<file path="src/rtl/dinorun_pkg.sv">
// Shared types and constants for the dino runner.
// Holds screen dimensions, score width and the screen state encoding.
// No logic; imported by the screen sequencer and its helpers.
package dinorun_pkg;

    localparam int ScreenWidth  = 640;
    localparam int ScreenHeight = 480;
    localparam int ScoreWidth   = 16;

    typedef enum logic [1:0] {
        TITLE     = 2'd0,
        START     = 2'd1,
        PLAYING   = 2'd2,
        GAME_OVER = 2'd3
    } screen_state_e;

endpackage

</file>
<file path="src/rtl/screen_ctrl_frame_divider.sv">
// Counts qualified frame ticks and flags every Div-th one.
// wrap_o is combinational in the cycle of the Div-th tick; counter updates on that edge.
// No backpressure: a tick is counted whenever en_i and tick_i are both high.
module frame_divider #(
    parameter int Div = 2
) (
    input  logic clk_i,
    input  logic rst_i,
    input  logic clr_i,
    input  logic en_i,
    input  logic tick_i,
    output logic wrap_o
);

    localparam int CntW = $clog2(Div + 1);
    localparam logic [CntW-1:0] Last = CntW'(Div - 1);

    logic [CntW-1:0] cnt;

    assign wrap_o = en_i & tick_i & (cnt == Last);

    // Count qualified ticks, returning to zero on the wrapping tick or on clear.
    always_ff @(posedge clk_i or posedge rst_i) begin
        if (rst_i) begin
            cnt <= '0;
        end else if (clr_i) begin
            cnt <= '0;
        end else if (en_i && tick_i) begin
            cnt <= wrap_o ? '0 : cnt + 1'b1;
        end
    end

endmodule

</file>
<file path="src/rtl/screen_ctrl.sv">
// Screen sequencer: title -> start -> play -> game over, score keeping and pixel compositing.
// pixel_o is combinational (zero latency); state-decoded outputs change on the clock edge.
// No backpressure: every input is sampled each cycle.
module screen_ctrl
    import dinorun_pkg::*;
#(
    parameter int BlinkFrames        = 30,
    parameter int GameOverHoldFrames = 60,
    parameter int ScoreDivFrames     = 6
) (
    input  logic                  clk_i,
    input  logic                  rst_i,
    input  logic                  next_frame_i,
    input  logic                  button_i,
    input  logic                  collision_i,
    input  logic                  title_pixel_i,
    input  logic                  game_pixel_i,
    input  logic                  gameover_pixel_i,
    output logic                  pixel_o,
    output logic [1:0]            state_o,
    output logic                  game_run_o,
    output logic                  game_rst_o,
    output logic [ScoreWidth-1:0] score_o
);

    localparam int HoldW = $clog2(GameOverHoldFrames + 1);
    localparam logic [HoldW-1:0] HoldMax = HoldW'(GameOverHoldFrames);
    localparam logic [ScoreWidth-1:0] ScoreMax = '1;

    screen_state_e         state;
    screen_state_e         state_next;
    logic                  button_q;
    logic                  btn_rise;
    logic                  blink_on;
    logic                  blink_wrap;
    logic                  score_wrap;
    logic [HoldW-1:0]      hold_cnt;
    logic [ScoreWidth-1:0] score;

    assign btn_rise = button_i & ~button_q;
    assign state_o  = state;
    assign score_o  = score;

    // Title blink: toggles every BlinkFrames frames while on the title screen.
    frame_divider #(.Div(BlinkFrames)) u_blink_div (
        .clk_i  (clk_i),
        .rst_i  (rst_i),
        .clr_i  (1'b0),
        .en_i   (state == TITLE),
        .tick_i (next_frame_i),
        .wrap_o (blink_wrap)
    );

    // Score pacing: a collision frame is not counted, so collision wins over the score tick.
    frame_divider #(.Div(ScoreDivFrames)) u_score_div (
        .clk_i  (clk_i),
        .rst_i  (rst_i),
        .clr_i  (state == START),
        .en_i   ((state == PLAYING) && !collision_i),
        .tick_i (next_frame_i),
        .wrap_o (score_wrap)
    );

    // State register plus button edge history.
    always_ff @(posedge clk_i or posedge rst_i) begin
        if (rst_i) begin
            state    <= TITLE;
            button_q <= 1'b0;
        end else begin
            state    <= state_next;
            button_q <= button_i;
        end
    end

    // Next-state decode; early game-over presses are simply dropped.
    always_comb begin
        state_next = state;
        case (state)
            TITLE:     if (btn_rise) state_next = START;
            START:     state_next = PLAYING;
            PLAYING:   if (collision_i) state_next = GAME_OVER;
            GAME_OVER: if (btn_rise && (hold_cnt == HoldMax)) state_next = START;
            default:   state_next = TITLE;
        endcase
    end

    // Run/reset strobes registered from the next state so they track state without glitches.
    always_ff @(posedge clk_i or posedge rst_i) begin
        if (rst_i) begin
            game_run_o <= 1'b0;
            game_rst_o <= 1'b0;
        end else begin
            game_run_o <= (state_next == PLAYING);
            game_rst_o <= (state_next == START);
        end
    end

    // Blink phase, starts visible.
    always_ff @(posedge clk_i or posedge rst_i) begin
        if (rst_i) begin
            blink_on <= 1'b1;
        end else if (blink_wrap) begin
            blink_on <= ~blink_on;
        end
    end

    // Game-over hold timer saturates so the restart window stays open.
    always_ff @(posedge clk_i or posedge rst_i) begin
        if (rst_i) begin
            hold_cnt <= '0;
        end else if (state == START) begin
            hold_cnt <= '0;
        end else if ((state == GAME_OVER) && next_frame_i && (hold_cnt != HoldMax)) begin
            hold_cnt <= hold_cnt + 1'b1;
        end
    end

    // Score cleared on start, saturating increment on each divider wrap.
    always_ff @(posedge clk_i or posedge rst_i) begin
        if (rst_i) begin
            score <= '0;
        end else if (state == START) begin
            score <= '0;
        end else if (score_wrap && (score != ScoreMax)) begin
            score <= score + 1'b1;
        end
    end

    // Pixel compositing by screen.
    always_comb begin
        pixel_o = 1'b0;
        case (state)
            TITLE:          pixel_o = title_pixel_i & blink_on;
            START, PLAYING: pixel_o = game_pixel_i;
            GAME_OVER:      pixel_o = game_pixel_i | gameover_pixel_i;
            default:        pixel_o = 1'b0;
        endcase
    end

endmodule
</file>
<file path="config.mk">
export PLATFORM = sky130hd
export DESIGN_NAME = screen_ctrl
export DESIGN_NICKNAME = d
export VERILOG_FILES = /design/src/rtl/dinorun_pkg.sv /design/src/rtl/screen_ctrl_frame_divider.sv /design/src/rtl/screen_ctrl.sv
export SDC_FILE = /design/constraint.sdc
export NUM_CORES = 1
export LEC_CHECK = 0
export ABC_CLOCK_PERIOD_IN_PS = 4510
export CAP_MARGIN = 20
export CORE_MARGIN = 1.5
export CORE_UTILIZATION = 60
export DETAILED_ROUTE_END_ITERATION = 12
export DONT_BUFFER_PORTS = 1
export PLACE_DENSITY = 0.76
export SYNTH_ARGS = -nofsm -noshare
export SYNTH_HDL_FRONTEND = slang
export SYNTH_SLANG_ARGS = --single-unit
</file>
<file path="constraint.sdc">
create_clock -name clk_i -period 4.51 [get_ports clk_i]
set_input_delay 1.353 -clock clk_i [delete_from_list [all_inputs] [get_ports clk_i]]
set_output_delay 1.353 -clock clk_i [all_outputs]
set_load 0.02 [all_outputs]
</file>
Word-level counts from Yosys, hierarchy flattened
Cells that the tools add are included.
Storage, ports and cells
  register bits: 36
  bits in latches: 0
  RAM bits: 0
  ROM bits: 0
  bits of input ports: 8
  output and inout port bits: 21
  logic and storage cells: 58
  memories: 0
Operators by class
  $add $sub $neg: 4
  $mul: 0
  div/mod/pow operators: 0
  magnitude comparators: 0
  equal/unequal tests: 10
  shift operators: 0
  multiplexer cells: 13
  bitwise logic cells: 9
  reduce and logical (&&, ||, !) cells: 13
Operators with widths (number)
  $mux W16: 2
  $add A16 B1 Y16 const B: 1
  $ne A16 B16 Y1 const B: 1
  $mux W6: 2
  $mux W3: 3
  $pmux W2 S4: 1
  $logic_and A1 B1 Y1: 7
  $add A6 B1 Y6 const B: 1
  $and A1 B1 Y1: 6
  $eq A2 B2 Y1 const B: 3
  $eq A6 B6 Y1 const B: 1
  $mux W2: 3
  $ne A6 B6 Y1 const B: 1
  $reduce_bool A2 Y1: 3
  $add A5 B1 Y5 const B: 1
  $eq A5 B5 Y1 const B: 1
  $mux W5: 1
  $eq A2 B1 Y1 const B: 2
  $add A3 B1 Y3 const B: 1
  $eq A3 B3 Y1 const B: 1
  $pmux W1 S3: 1
  $logic_not A2 Y1: 1
  $not A1 Y1: 2
  $reduce_or A2 Y1: 1
  2 further kinds: 2

Longest topological paths before layout
Gate-level depths: netlist (run 1).
  word-level depth: 7
  mapped depth: 8
  mapped depth without buffers: 6

Cells and area by module
From an unflattened synthesis (run 1), not the netlist that was laid out.
Unflattened totals
  cell total of the unflattened synthesis: 218
  area total of the unflattened synthesis: 2127.0 um2
By module, submodules not included
  screen_ctrl: times used 1, cells each 168, area an instance 1620.3 um2, sequential area each 701.9 um2
  frame_divider (u_blink_div): times used 1, cells each 31, area an instance 302.8 um2, sequential area each 125.1 um2
  frame_divider (u_score_div): times used 1, cells each 19, area an instance 203.9 um2, sequential area each 75.1 um2

Worst setup path before layout (run 1)
Ideal clock, no wire load.
  path type: in2out
  start: in gameover_pixel_i
  end: out pixel_o
  arrival: 1951 ps
  required time: 3157 ps
  path slack: 1206 ps
  cell stages on the path: 2
  path buffers: 0
  path through: nor2_1 o31ai_1
Between the ends
  word-level cells in the longest chain between the ends: 2
Ends and longest elaborated chain
  start, declared: RTL line screen_ctrl.sv:18  | input logic gameover_pixel_i,
  $or A1 B1 Y1: RTL line screen_ctrl.sv:135  | GAME_OVER: pixel_o = game_pixel_i | gameover_pixel_i;
  $pmux W1 S3: RTL line screen_ctrl.sv:132  | case (state)
  end, declared: RTL line screen_ctrl.sv:19  | output logic pixel_o,
No other way between the ends.

Worst setup path in the final report (run 1)
  start: in game_pixel_i
  end: out pixel_o
Between the ends
  word-level cells in the longest chain between the ends: 2
Ends and longest elaborated chain
  start, declared: RTL line screen_ctrl.sv:17  | input logic game_pixel_i,
  $or A1 B1 Y1: RTL line screen_ctrl.sv:135
  $pmux W1 S3 (*): RTL line screen_ctrl.sv:132
Every way passes the cells marked *; elsewhere a longest branch is shown, timed or not.

==> results of run 1 <==
## placed cells by master (no fill, tap or decap), types with 2 or more instances in the layout
master     netlist  layout
or3_1            4       4
dfrtp_1         35      35
a211oi_1         2       2
o21ai_0          5       5
nor2_1          18      18
inv_1           12      12
nand3b_1         2       2
nor2b_1          3       3
a21oi_1         20      20
xor2_1           3       3
mux2_1           2       2
ha_1            13      13
a2111oi_0        2       2
buf_4            0       2
clkbuf_4         0       5
nand2_1         12      12
nand3_1         13      13
nand4_2          2       2
nor3_1           6       6
or4_1           10      10
o41ai_1          2       2
o31ai_1         10      10
clkbuf_1         5       2
o21ai_1          3       3
and4_1           4       4
xnor2_1          6       6
## worst max path at each step
stage	startpoint	end
finish	game_pixel_i	pixel_o
global route	state_o[0]$_DFF_PP0_	pixel_o
detailed placement	gameover_pixel_i	pixel_o
global placement	gameover_pixel_i	pixel_o
CTS	state_o[0]$_DFF_PP0_	pixel_o
floorplan	gameover_pixel_i	pixel_o
## where the power goes
part	switching, W	internal [W]	total (W)
clock network	0.000107	0.0000770	0.000184
registers	0.0000630	0.000369	0.000432
logic	0.000185	0.000105	0.000290
total	0.000355	0.000552	0.000906
## sequential cells by signal, summed over array words and instances (netlist names)
| signal | cells |
|---|---|
| score_o | 16 |
| hold_cnt | 6 |
| u_blink_div.cnt | 5 |
| u_score_div.cnt | 3 |
| state_o | 2 |
| blink_on | 1 |
| button_q | 1 |
| game_rst_o | 1 |
| game_run_o | 1 |
## cells by family (layout without fill, tap and decap cells)
logic type | count (synthesis) | count (layout) | share of synthesized area (%)
multiplexers | 3 | 3 | 1.55
AO/OA/AOI/OAI | 47 | 47 | 13.7
AND/OR/NAND/NOR | 88 | 88 | 25.7
flip-flops | 36 | 36 | 43.0
buffers and inverters | 21 | 22 | 4.54
adder cells (fa/ha/maj) | 13 | 13 | 7.76
XOR/XNOR | 9 | 9 | 3.76
## through the flow
| step | total power [W] | instances | instance area (sq um) | hold WS (ns) |
|---|---|---|---|---|
| CTS | 0.000909 | 264 | 2180 | 0.500 |
| global placement | 0.000702 | 256 | 2120 | 0.467 |
| finish | 0.000906 | 264 | 2180 | 0.497 |
| global route | 0.000967 | 264 | 2180 | 0.532 |
| detailed placement | 0.000728 | 256 | 2120 | 0.480 |
| floorplan | 0.000658 | 217 | 2100 | 0.449 |
## metal layers
layer | routed length (um) | global-route usage, % | vias to the layer above | part of all wire, %
met4 | 57 | 9.44 | 0 | 1.4
met1 | 1780 | 27.0 | 787 | 43
met3 | 215 | 5.80 | 8 | 5.2
met2 | 2110 | 40.5 | 38 | 51
li1 | - | - | 790 | -
met5 | 0 | 0 | - | 0
## layout make-up
type	count	area (sq um)
clock buffers	8	58.8
fillers	286	1160
inverters	12	45.0
multi-input cells	160	1100
flip-flops and latches	36	902
well taps	46	57.6
repair buffers	2	15.0
==> impl_metrics.ini, run 1 <==
[outcome]
status = finished clean

[timing]
maxSlewHeadroom_pct = 50.8
tightest_slew_ns = 0.733
fin_skew_ns = 0.0130
setup_violations = 0
hold_viol = 0
worst_slack_ns = 1.16
setup_tns_ns = 0
max_freq_mhz = 299
grt_setup_unrepaired = false
period_needed_ns = 3.35
post-route-period-util_pct = 74.2
drv_slew = 0

[die]
coreArea_sq_um = 3340
ios = 29
dieArea_sq_um = 3860
fp.dieH_um = 62.1
start_util_pct = 62.8
die-width_um = 62.1
core.rowCount = 21

[hold_path]
hold_depth = 1
worstHoldPathType = register to register
min_to = u_blink_div.cnt[4]$_DFFE_PP0P_
hp-start = u_blink_div.cnt[4]$_DFFE_PP0P_

[routing]
drt_iter0_drc = 116
wl_per_cell_um = 15.8
vias = 1623
drt_wl_total_um = 4170
drc = 0
vias_per_cell = 6.15
dr.pass1.iters = 4
ant_nets = 0

[global_routing]
overflow = 0
antenna_found_initial = 0
grt_pass1_wl_um = 7090
grt_pass1_vias = 1572
grt_start_max_net_pins = 23
grt_use_total_pct = 23.1

[clock_network]
clk_latency_ns = 0.34
path_clk_slew_ns = 0.11
cts_root_buffer = clkbuf_4
cts_tree = yes
clock-sinks = 36
numCtsBuffers = 5
cts_hold_buf = 0
clk_path_buf_depth = 2
htreeDepth = 2
cts_resized = 0
cts_setup_buffers = 0

[synth]
syn_area_sq_um = 2100
synth_top_cell_by_area = dfrtp_1
synth_top_flop_cell = dfrtp_1
ys_ff_latch = 36
async_flop_share_pct = 100
ys_seq_area_share_pct = 43.0
ys_types = 46
synthCells = 217
synth-edff-count = 0
avgSynthCellArea_sq_um = 9.66
synth_top_cell_area_share_pct = 41.8
synth_most_common_cell = dfrtp_1
ys_warn_count = 0
syn_nets = 238
synth_commonest_cells = dfrtp_1, a21oi_1, nor2_1
netlist_top_cells_area = dfrtp_1, ha_1, a21oi_1

[placement]
gp_congestion = 0.802
port_buffers = 0
pre_cts_ws_ns = 1.16
hpwl_um = 2930

[worst_setup_path]
r2r_start = score_o[0]$_DFFE_PP0P_
crit_path_max_incr_delay_ns = 0.60
critPathSlowestCell = o31ai_1
crit_chain = a21oi_1 > o31ai_1
worstPathMaxFanout = 2
regToRegSetupSlack_ns = 2.18
startpoint_type = primary input
crit_cells = 2
path_buf_inv = 0
timing.rr.end = score_o[7]$_DFFE_PP0P_
cp.required_ns = 3.16
worstRegToRegCells = 5
crit_path_end_kind = primary output
critical_path_arrival_ns = 1.99
crit_type = primary input to primary output
crit_family = compound AO/OA/AOI/OAI gates

[cells_and_area]
area_growth_pct = 3.88
num_antenna_cells = 0
drive_above_1_share_pct = 8.26
postLayoutCoreUtil_pct = 65.2
nNetsFinal = 238

[power]
peakVddDrop_uv = 370
power.density_nw_per_um2 = 416
p_leak_nw = 0.951

[flow_run]
cap_violations = 0
No activity file was read; power rests on OpenSTA's default activity.
==> run 2, diff against run 1 <==
Settings changed: ABC_CLOCK_PERIOD_IN_PS 4510 to 3000, CORE_UTILIZATION 60 to 57, PLACE_DENSITY 0.76 to 0.75.
Clock period 4.51 ns to 3 ns, I/O delays scaled along.
==> run 2 against run 1 <==
Net effect: worst hold slack worse by 0.017 ns; sequential power increased by 52%; routed wire length fell by 4.8%; combinational power increased by 52%; largest cell class unchanged.
==> impl_metrics.ini, run 2 (synthesis results as in run 1) <==
[power]
switching_share_pct = 36.9
peakVddDrop_uv = 559
pwr-share-comb_pct = 30.5
power.density_nw_per_um2 = 646
p_seq_share_pct = 45.5
internal-power_w = 0.000910
netSwitchingPower_w = 0.000532
clkPwrFrac_pct = 24.0
p_leak_nw = 0.979

[worst_setup_path]
crit_chain = inv_1 > ha_1 > o31ai_1 > buf_4
worstPathMaxFanout = 8
critPathSlowestCell = dfrtp_1
crit_type = register to primary output
path_buf_inv = 2
crit_path_max_incr_delay_ns = 0.51
cp.required_ns = 2.10
crit_path_end_kind = primary output
critical_path_arrival_ns = 1.73
crit_family = flip-flops
startpoint_type = register

[routing]
drt_iter0_drc = 112
drc = 0
ant_nets = 0
vias_per_cell = 6.02
vias = 1607
dr.pass1.iters = 4
wl_per_cell_um = 14.8
drt_wl_total_um = 3960

[flow_run]
cap_violations = 0

[global_routing]
grt_start_max_net_pins = 23
grt_pass1_wl_um = 6780
grt_pass1_vias = 1504
overflow = 0
antenna_found_initial = 0
grt_use_total_pct = 21.5

[die]
fp.dieH_um = 63.6
coreArea_sq_um = 3440
ios = 29
dieArea_sq_um = 4050
core.rowCount = 21
die-width_um = 63.6
start_util_pct = 60.9

[clock_network]
htreeDepth = 2
cts_setup_buffers = 0
cts_tree = yes
cts_hold_buf = 0
clk_path_buf_depth = 2
numCtsBuffers = 5
cts_root_buffer = clkbuf_8
cts_resized = 0
clk_latency_ns = 0.29
clock-sinks = 36
path_clk_slew_ns = 0.06

[placement]
placed_cells = 259
port_buffers = 0
hpwl_um = 2890
gp_congestion = 0.846

[cells_and_area]
nNetsFinal = 241
num_antenna_cells = 0
largest_reg_flops = 16
final_cell_mix = dfrtp_1, a21oi_1, nor2_1
postLayoutCoreUtil_pct = 64.8
drive_above_1_share_pct = 9.50
layout_commonest_cell = dfrtp_1
area_growth_pct = 6.45
finalNonFillerCells = 267

[hold_path]
worstHoldPathType = primary input to async pin

[timing]
grt_setup_unrepaired = false
period_needed_ns = 2.63
post-route-period-util_pct = 87.8
setup_tns_ns = 0
tightest_slew_ns = 0.781
fin_skew_ns = 0.00676
hold_viol = 0
max_freq_mhz = 380
maxSlewHeadroom_pct = 47.9
setup_violations = 0
drv_slew = 0

[outcome]
status = finished clean
run 2: cell count changes in the layout (fill, tap and decap cells not counted), sizes merged:
| cell | before | now |
|---|---|---|
| buf | 2 | 5 |
run 2: final cells by class:
type | count | area (sq um)
clock buffers | 8 | 90.1
fillers | 278 | 1210
inverters | 12 | 45.0
multi-input cells | 160 | 1100
flip-flops and latches | 36 | 902
well taps | 46 | 57.6
repair buffers | 5 | 37.5
run 2: worst paths after layout:
kind | start | end | slack (ns) | depth (start not counted)
setup / recovery | state_o[0]$_DFF_PP0_ | pixel_o | 0.37 | 4
hold / removal | rst_i | hold_cnt[2]$_DFFE_PP0P_ | 0.48 | 1
min in group clk_i | u_blink_div.cnt[4]$_DFFE_PP0P_ | u_blink_div.cnt[4]$_DFFE_PP0P_ | 0.49 | 1
setup reg to reg | state_o[0]$_DFF_PP0_ | score_o[13]$_DFFE_PP0P_ | 0.71 | 6
max in group asynchronous | rst_i | blink_on$_DFFE_PP1P_ | 1.92 | 2
hold reg to reg | u_blink_div.cnt[4]$_DFFE_PP0P_ | u_blink_div.cnt[4]$_DFFE_PP0P_ | 0.49 | 1
run 2: per-layer routing:
layer / vias up / GRT usage [%] / share of wire (%)
met4: 0 / 7.88 / 1.4
li1: 798 / - / -
met3: 7 / 5.89 / 4.2
met1: 777 / 27.8 / 46
met5: - / 0 / 0
met2: 25 / 34.5 / 49
run 2: power by group through the flow:
stage                     Combinational [W]  Sequential (W)  Clock [W]
after floorplan                    0.000343        0.000646          0
after global placement             0.000409        0.000657          0
after detailed placement           0.000441        0.000666          0
after CTS                          0.000444        0.000656   0.000359
after global routing               0.000514        0.000666   0.000377
final                              0.000440        0.000656   0.000346
run 2: stage by stage:
step | hold slack (ns) | area [sq um] | worst slack (ns) | total power (W)
6_report | 0.480 | 2230 | 0.367 | 0.00144
5_1_grt | 0.506 | 2230 | 0.288 | 0.00156
4_1_cts | 0.484 | 2230 | 0.361 | 0.00146
3_5_place_dp | 0.480 | 2140 | 0.673 | 0.00111
3_3_place_gp | 0.471 | 2140 | 0.697 | 0.00107
2_1_floorplan | 0.449 | 2100 | 0.526 | 0.000989
run 2: worst reg2reg max path: stages (launching register included):
cell	delay [ns]
dfrtp_1	0.49
inv_1	0.20
ha_1	0.21
and3b_1	0.37
nand4_4	0.21
nor4_1	0.35
mux2_1	0.35
==> run 3, diff against run 2 <==
Settings changed: ABC_CLOCK_PERIOD_IN_PS 3000 to 2510, CORE_MARGIN 1.5 to unset, CORE_UTILIZATION 57 to 60, PLACE_DENSITY 0.75 to 0.76, SKIP_CTS_REPAIR_TIMING set to 1.
Clock period 3 ns to 2.51 ns, I/O delays scaled along.
==> run 3 against run 2 <==
Net effect: flip-flop and latch count stayed put; cell area is 0.39% lower; critical path depth is 1 higher; routed wire length is 3.1% higher; cell count is 0.37% lower; largest cell class unchanged; largest power group unchanged.
==> impl_metrics.ini, run 3 (synthesis results as in run 1) <==
[power]
p_leak_nw = 0.970
netSwitchingPower_w = 0.000653
peakVddDrop_uv = 639
internal-power_w = 0.00105
clkPwrFrac_pct = 20.3
switching_share_pct = 38.4
p_seq_share_pct = 45.4
pwr-share-comb_pct = 34.2
power.density_nw_per_um2 = 765
total_power_w = 0.00170

[timing]
hold_viol = 0
setup_violations = 0
tightest_slew_ns = 0.623
period_needed_ns = 2.39
maxSlewHeadroom_pct = 57.4
fin_skew_ns = 0.0131
post-route-period-util_pct = 95.2
drv_slew = 0
max_freq_mhz = 418

[global_routing]
grt_use_total_pct = 23.8
grt_pass1_wl_um = 6500
grt_start_max_net_pins = 37
overflow = 0
grt_pass1_vias = 1549
antenna_found_initial = 0

[worst_setup_path]
cp.required_ns = 1.76
r2r_start = state_o[0]$_DFF_PP0_
worstPathMaxFanout = 6
crit_type = register to primary output
critical_path_arrival_ns = 1.64
startpoint_type = register
crit_path_end_kind = primary output
regToRegSetupSlack_ns = 0.28
timing.rr.end = score_o[13]$_DFFE_PP0P_
worstRegToRegCells = 6

[hold_path]
worstHoldPathType = primary input to async pin

[placement]
port_buffers = 0
placedInstanceArea_sq_um = 2140
gp_congestion = 0.847
hpwl_um = 2930

[cells_and_area]
layout_commonest_cell = dfrtp_1
drive_above_1_share_pct = 11.4
fin_area_sq_um = 2220
num_antenna_cells = 0
n_fill_cell = 267
final_cell_mix = dfrtp_1, a21oi_1, nor2_1
area_growth_pct = 6.03
largest_reg_flops = 16
nNetsFinal = 241

[clock_network]
path_clk_slew_ns = 0.11
numCtsBuffers = 5
clk_latency_ns = 0.34
htreeDepth = 2
clock-sinks = 36
clk_path_buf_depth = 2
cts_root_buffer = clkbuf_4
cts_tree = yes

[routing]
dr.pass1.iters = 4
wl_per_cell_um = 15.4
drc = 0
drt_wl_total_um = 4090
drt_iter0_drc = 103
vias = 1623
ant_nets = 0
vias_per_cell = 6.10

[die]
fp.dieH_um = 61.1
dieArea_sq_um = 3730
die-width_um = 61.1
ios = 29
coreArea_sq_um = 3340
core.rowCount = 21
start_util_pct = 62.8

[flow_run]
cap_violations = 0

[outcome]
status = finished clean
[run 3: cell count changes in the layout (fill, tap and decap cells not counted), sizes merged]
| cell | change |
|---|---|
| clkbuf | -1 |
[run 3: metrics by stage]
stage,instances,TNS (ns),hold slack (ns),util (%),worst slack (ns)
4_1_cts,266,-0.0124,0.388,66.1,-0.0124
5_1_grt,266,-0.00148,0.413,66.6,-0.00148
3_5_place_dp,259,0,0.489,64.2,0.298
3_3_place_gp,259,0,0.466,64.2,0.369
2_1_floorplan,217,0,0.449,-,0.183
6_report,266,0,0.381,66.6,0.119
[run 3: critical path, stage by stage (launching register included)]
cell and delay, ns:
dfrtp_2 0.51, inv_4 0.07, ha_4 0.26, a21oi_1 0.06, o31ai_1 0.22, buf_4 0.18
[run 3: cell type report]
type                            instances  area [sq um]  share of cell area (%)
Sequential cell                        36           903                    40.7
Clock buffer                            7          65.1                    2.93
Timing Repair Buffer                    5          37.5                    1.69
Tap cell                               46          57.6                    2.59
Multi-Input combinational cell        160          1110                    50.0
Inverter                               12          47.5                    2.14
[run 3: routing by layer]
layer,up-vias,track usage (%),share of wire (%)
li1,796,-,-
met1,783,27.1,41
met2,36,42.4,52
met3,8,6.72,4.9
met4,0,8.44,1.3
met5,-,0,0
[run 3: worst max-delay path by stage]
stage | startpoint | endpoint | slack [ns] | cells past startpoint
2_1_floorplan | state_o[0]$_DFF_PP0_ | pixel_o | 0.18 | 4
3_5_place_dp | collision_i | score_o[13]$_DFFE_PP0P_ | 0.30 | 4
4_1_cts | state_o[1]$_DFF_PP0_ | pixel_o | -0.01 | 4
6_report | state_o[1]$_DFF_PP0_ | pixel_o | 0.12 | 5
3_3_place_gp | collision_i | score_o[13]$_DFFE_PP0P_ | 0.37 | 4
5_1_grt | state_o[1]$_DFF_PP0_ | pixel_o | -0.001 | 5
[run 3: power groups by stage]
stage                     registers [W]  clock network [W]  logic (W)
after floorplan                0.000772                  0   0.000410
after global placement         0.000767                  0   0.000524
after detailed placement       0.000776                  0   0.000562
after CTS                      0.000765           0.000355   0.000564
after global routing           0.000784           0.000378   0.000667
final                          0.000773           0.000346   0.000582
